## src/rtl/scan_ctrl_1x5_if.sv

```systemverilog
// Handshake/control bundle between the scan sequencer and its host.
// master: host drives Start/Stop/Continuous/Mask; slave: sequencer drives Sel/E/Busy/Done.
interface scan_ctrl_1x5_if;
   logic       Start;
   logic       Stop;
   logic       Continuous;
   logic [4:0] Mask;
   logic [2:0] Sel;
   logic       E;
   logic       Busy;
   logic       Done;

   modport master (
      output Start,
      output Stop,
      output Continuous,
      output Mask,
      input  Sel,
      input  E,
      input  Busy,
      input  Done
   );

   modport slave (
      input  Start,
      input  Stop,
      input  Continuous,
      input  Mask,
      output Sel,
      output E,
      output Busy,
      output Done
   );
endinterface

```

## src/rtl/scan_ctrl_1x5.sv

```systemverilog
// Round-robin dwell sequencer driving the select/enable of a 1-to-5 demux.
// Ports: Clk, Rst_n (sync, active-low); bus (slave): Start/Stop/Continuous/Mask in, Sel/E/Busy/Done out.
module scan_ctrl_1x5 #(
   parameter int DWELL = 4,
   parameter int CNT_W = 8
) (
   input logic             Clk,
   input logic             Rst_n,
   scan_ctrl_1x5_if.slave  bus
);

   typedef enum logic {
      IDLE   = 1'b0,
      ACTIVE = 1'b1
   } state_t;

   localparam logic [CNT_W-1:0] LAST = CNT_W'(DWELL - 1);

   state_t           state, state_n;
   logic [2:0]       sel, sel_n;
   logic [CNT_W-1:0] cnt, cnt_n;
   logic             e, e_n;
   logic             busy, busy_n;
   logic             done, done_n;

   logic [2:0]       first_ch;
   logic [2:0]       next_ch;
   logic             has_next;
   logic             any_mask;

   // Lowest enabled channel; only meaningful when the mask is non-zero.
   function automatic logic [2:0] lowest(input logic [4:0] m);
      logic [2:0] r;
      r = 3'd0;
      for (int i = 4; i >= 0; i--) begin
         if (m[i]) r = 3'(i);
      end
      return r;
   endfunction

   // Lowest enabled channel strictly above cur; MSB flags that one exists.
   function automatic logic [3:0] above(input logic [4:0] m,
                                        input logic [2:0] cur);
      logic [3:0] r;
      r = 4'd0;
      for (int i = 4; i >= 0; i--) begin
         if (m[i] && (3'(i) > cur)) r = {1'b1, 3'(i)};
      end
      return r;
   endfunction

   always_comb begin
      any_mask = |bus.Mask;
      first_ch = lowest(bus.Mask);
      {has_next, next_ch} = above(bus.Mask, sel);
   end

   always_comb begin
      state_n = state;
      sel_n   = sel;
      cnt_n   = cnt;
      done_n  = 1'b0;

      unique case (state)
         IDLE: begin
            sel_n = 3'd0;
            cnt_n = '0;
            if (bus.Start && !bus.Stop && any_mask) begin
               state_n = ACTIVE;
               sel_n   = first_ch;
            end
         end
         ACTIVE: begin
            if (bus.Stop) begin
               // Abort wins over an end-of-sweep on the same cycle.
               state_n = IDLE;
               sel_n   = 3'd0;
               cnt_n   = '0;
            end else if (cnt == LAST) begin
               cnt_n = '0;
               if (has_next) begin
                  sel_n = next_ch;
               end else begin
                  done_n = 1'b1;
                  if (bus.Continuous && any_mask) begin
                     sel_n = first_ch;
                  end else begin
                     state_n = IDLE;
                     sel_n   = 3'd0;
                  end
               end
            end else begin
               cnt_n = cnt + 1'b1;
            end
         end
         default: begin
            state_n = IDLE;
            sel_n   = 3'd0;
            cnt_n   = '0;
         end
      endcase

      e_n    = (state_n == ACTIVE);
      busy_n = (state_n == ACTIVE);
   end

   always_ff @(posedge Clk) begin
      if (!Rst_n) begin
         state <= IDLE;
         sel   <= 3'd0;
         cnt   <= '0;
         e     <= 1'b0;
         busy  <= 1'b0;
         done  <= 1'b0;
      end else begin
         state <= state_n;
         sel   <= sel_n;
         cnt   <= cnt_n;
         e     <= e_n;
         busy  <= busy_n;
         done  <= done_n;
      end
   end

   assign bus.Sel  = sel;
   assign bus.E    = e;
   assign bus.Busy = busy;
   assign bus.Done = done;

endmodule

```

## src/flat_wrapper.sv

```systemverilog
// flat-port wrapper written by rule: the top's interface ports become plain ports
module scan_ctrl_1x5_flat 
#(
   parameter int DWELL = 4,
   parameter int CNT_W = 8
)
  (Clk, Rst_n, bus_Start, bus_Stop, bus_Continuous, bus_Mask, bus_Sel, bus_E, bus_Busy, bus_Done);
  scan_ctrl_1x5_if bus_i ();
  input logic Clk;
  input logic Rst_n;
  input wire logic [$bits(bus_i.Start)-1:0] bus_Start;
  input wire logic [$bits(bus_i.Stop)-1:0] bus_Stop;
  input wire logic [$bits(bus_i.Continuous)-1:0] bus_Continuous;
  input wire logic [$bits(bus_i.Mask)-1:0] bus_Mask;
  output wire logic [$bits(bus_i.Sel)-1:0] bus_Sel;
  output wire logic [$bits(bus_i.E)-1:0] bus_E;
  output wire logic [$bits(bus_i.Busy)-1:0] bus_Busy;
  output wire logic [$bits(bus_i.Done)-1:0] bus_Done;
  assign bus_i.Start = bus_Start;
  assign bus_i.Stop = bus_Stop;
  assign bus_i.Continuous = bus_Continuous;
  assign bus_i.Mask = bus_Mask;
  assign bus_Sel = bus_i.Sel;
  assign bus_E = bus_i.E;
  assign bus_Busy = bus_i.Busy;
  assign bus_Done = bus_i.Done;
  scan_ctrl_1x5 #(.DWELL(DWELL), .CNT_W(CNT_W)) u_core (.Clk(Clk), .Rst_n(Rst_n), .bus(bus_i));
endmodule
```

## config.mk

```make
export PLATFORM = sky130hd
export DESIGN_NAME = scan_ctrl_1x5_flat
export DESIGN_NICKNAME = d
export VERILOG_FILES = /design/src/rtl/scan_ctrl_1x5_if.sv /design/src/rtl/scan_ctrl_1x5.sv /design/src/flat_wrapper.sv
export SDC_FILE = /design/constraint.sdc
export NUM_CORES = 1
export LEC_CHECK = 0
export ABC_AREA = 1
export CAP_MARGIN = 25
export CORE_MARGIN = 3
export CORE_UTILIZATION = 50
export DETAILED_ROUTE_END_ITERATION = 10
export GPL_ROUTABILITY_DRIVEN = 1
export PLACE_DENSITY = 0.85
export SLEW_MARGIN = 0
export SYNTH_ARGS = -nofsm -noshare
export SYNTH_HDL_FRONTEND = slang
export SYNTH_SLANG_ARGS = --single-unit
```

## constraint.sdc

```tcl
create_clock -name Clk -period 3.85 [get_ports Clk]
set_input_delay 0.77 -clock Clk [delete_from_list [all_inputs] [get_ports Clk]]
set_output_delay 0.77 -clock Clk [all_outputs]
set_load 0.02 [all_outputs]
```

# Yosys cells after proc, flatten, opt, wreduce, memory -nomap -nowiden
# Cells that the tools add are included.
# classes
n_bitwise,3
order_cmp,5
add_sub_neg,1
n_eq_ne,2
reduce_logical,11
mux,26
# ops
cell,count
3-bit two-way mux,10
4-bit two-way mux,5
8-bit two-way mux,2
8-bit case mux with 2 select lines,1
8-bit by 1-bit adder with 8-bit output (second input constant),1
8-bit by 2-bit equality test with 1-bit output (second input constant),1
1-bit logical AND,8
1-bit by 3-bit > comparator with 1-bit output (first input constant),2
2-bit by 3-bit > comparator with 1-bit output (first input constant),2
1-bit two-way mux,6
3-bit case mux with 2 select lines,1
5-bit OR reduction,1
4-bit OR reduction,1
3-bit > comparator (first input constant),1
3-bit inequality test (second input constant),1
1-bit inverter,3
1-bit case mux with 2 select lines,1
1-bit zero test,1
# totals
regBits,13
input_bits,10
wordCells,52

# Longest topological paths before layout
# logic_depth
word_depth,11
mapped_depth,8
ltp_nobuf,8

# Worst setup path before layout
# Ideal clock, no wire load.
# synth_path
kind,input -> register
start,input bus_Stop
end,register u_core.cnt[5]
slack_ps,2348
setup_ps,57
required_ps,3793
arrival_ps,1445
stages,7
path_cell_list,inv_1 > nand2_1 > nor2_1 > o21ai_2 > a21oi_1 > o21ai_0 > inv_1
# synth_via
elab_chain_cells,2
# synth_rtl
item,line_no,text
"start, declared",flat_wrapper.sv:12,input wire logic [$bits(bus_i.Stop)-1:0] bus_Stop;
8-bit two-way mux,scan_ctrl_1x5.sv:74,if (bus.Stop) begin
8-bit case mux with 2 select lines,scan_ctrl_1x5.sv:64,unique case (state)
"end signal, assigned",scan_ctrl_1x5.sv:118,cnt <= cnt_n;
"end, declared",scan_ctrl_1x5.sv:21,"logic [CNT_W-1:0] cnt, cnt_n;"
# Every way passes these cells.
# A chain may end at the register's enable or synchronous reset.

==> impl_metrics.ini <==
[run_status]
outcome = complete, no violations

[routing]
post_drt_via_cell_ratio = 4.95
wl_um = 1490
drt_first_iter_violations = 24
via_count = 737
ant_nets = 0
wl_per_cell_um = 10.0
dr.pass1.iters = 4
drc = 0

[yosys]
yosysWarningCount = 0
ys_types = 21
synth_top_area_cell = dfxtp_1
synth-seq-cells = 13
synth_area_um2 = 742
syn_nets = 127
synth_top_area_share = 0.351
syn_inst = 116
synth-seq-area-share = 0.351
syn_area_per_cell_um2 = 6.40
synth_area_leaders = dfxtp_1 35%, nand2_1 12%, nor2_1 11%, inv_1 9.1%, nand3_1 6.7%

[worst_setup_path]
cp_max_fo = 5
startpoint_type = register
critical_path_buf_inv_count = 1
slowest_delay_ns = 0.64
cp_slowest_cell = clkdlybuf4s50_1
crit_arrival_ns = 1.31
crit_path_end_kind = output port
cp.required_ns = 3.08
cp_top_family = buffers and inverters
path_class = reg -> out
crit_chain = clkdlybuf4s50_1

[layout]
instances_no_fill = 149
diodes = 0
final_common_cell = nand2_1
final_nets = 146
syn_to_final_growth_pct = 25.3
layout_common_cells = 23 x nand2_1, 22 x nor2_1, 18 x inv_1
layout-drive-gt1-share = 0.0597
fill_cells = 114

[global_routing]
grt_start_max_net_pins = 9
grt_pass1_wl_um = 2480
grt_use_total = 0.169
antenna_found_initial = 0
grt_overflow_total = 0
grt_pass1_vias = 580

[pwr]
p_leak_uw = 0.000388
powerDensity_nw_per_um2 = 284
irDropWorstVdd_v = 0.000167

[sta]
fin_setup_tns_ns = 0
setup_viol_count_final = 0
hold_violations = 0
fin_crit_ns = 2.08
rsz0062_at_grt = false
holdWs_ns = 0.473
relSlewSlack = 0.777
worst_clock_skew_ns = 0.00237
period_share = 0.541
max_freq_mhz = 480
drv_slew = 0
worst_pin_slew_ns = 0.334

[cts]
cts_tree = yes
ctsResizeCount = 0
htreeDepth = 1
clkTransAtPathRegs_ns = 0.07
root_buffer = clkbuf_4
holdBufCountCts = 0
cts-buffers-inserted = 3
clock-sinks = 13
worstSkewPairLatency_ns = 0.28
post-cts-setup-buffers = 0
clk_path_buf_depth = 2

[floorplanning]
pin_count = 16
dieArea_um2 = 1980
rows = 13
die_h_um = 44.5
initial_utilization = 0.550
core_um2 = 1350
die_x_um = 44.5

[worst_hold_path]
hp-class = reg -> reg

[place]
dpl.cell_count = 145
io_buffers = 15
routabilityCongestion = 0.866
dp_hpwl_um = 1220

[run]
cap_violations = 0
-- area by class of cell --
cell class                      count  area (um2)  share of cell area
Clock buffer                        4        26.3              0.0283
Inverter                           18        67.6              0.0727
Multi-Input combinational cell     84         407               0.437
Sequential cell                    13         260               0.280
Tap cell                           15        18.8              0.0202
Timing Repair Buffer               15         150               0.162
-- Yosys cell counts --
master / n
a21oi_1: 7
nand3_2: 1
buf_4: 1
nand4_1: 1
nor2_4: 1
nor2_2: 1
dfxtp_1: 13
nor2_1: 22
nor3_2: 1
nor3_1: 2
xor2_1: 1
o21ai_2: 1
nor3b_1: 2
nand2_1: 23
o21ai_0: 7
ha_1: 1
nand3_1: 10
nand3b_1: 1
and3_1: 1
o21ai_1: 1
inv_1: 18
-- through the flow --
| step | utilization | total power, uW | area (um2) | worst slack [ns] |
|---|---|---|---|---|
| 2_1_floorplan | - | 165 | 742 | 2.35 |
| 3_3_place_gp | 0.669 | 183 | 903 | 1.78 |
| 3_5_place_dp | 0.669 | 184 | 903 | 1.74 |
| 4_1_cts | 0.689 | 266 | 930 | 1.75 |
| 5_1_grt | 0.689 | 275 | 930 | 1.71 |
| 6_report | 0.689 | 264 | 930 | 1.77 |
-- final timing paths --
kind         slack (ns)  cells after the start       endpoint          start
max                1.77                      1       bus_Busy   u_core.state
min                0.47                      1  u_core.cnt[0]  u_core.cnt[0]
max reg2reg        2.48                      6  u_core.cnt[5]  u_core.cnt[0]
min reg2reg        0.47                      1  u_core.cnt[0]  u_core.cnt[0]
-- logic make-up after synthesis --
logic type | synth area share
XOR/XNOR | 0.0118
flip-flops | 0.351
buffers and inverters | 0.101
AND/OR/NAND/NOR | 0.406
adder cells (fa/ha/maj) | 0.0169
AO/OA/AOI/OAI | 0.113
-- sequential cells by signal, summed over array words and instances (netlist names) --
| register | flops |
|---|---|
| u_core.bus.Sel | 3 |
| u_core.bus.Done | 1 |
| u_core.cnt | 8 |
| u_core.state | 1 |
-- where the power goes --
| part | switching [uW] | internal (uW) |
|---|---|---|
| Sequential | 2.25 | 137 |
| Clock | 42.4 | 40.2 |
| Combinational | 22.5 | 19.7 |
-- metal layers --
metal | GRT usage | share of wire | vias up
li1 | - | - | 407
met1 | 0.238 | 0.51 | 306
met2 | 0.226 | 0.41 | 19
met3 | 0.0650 | 0.060 | 5
met4 | 0.0723 | 0.018 | 0
met5 | 0 | 0 | -
Note: power is estimated with default switching activity, not from simulation.
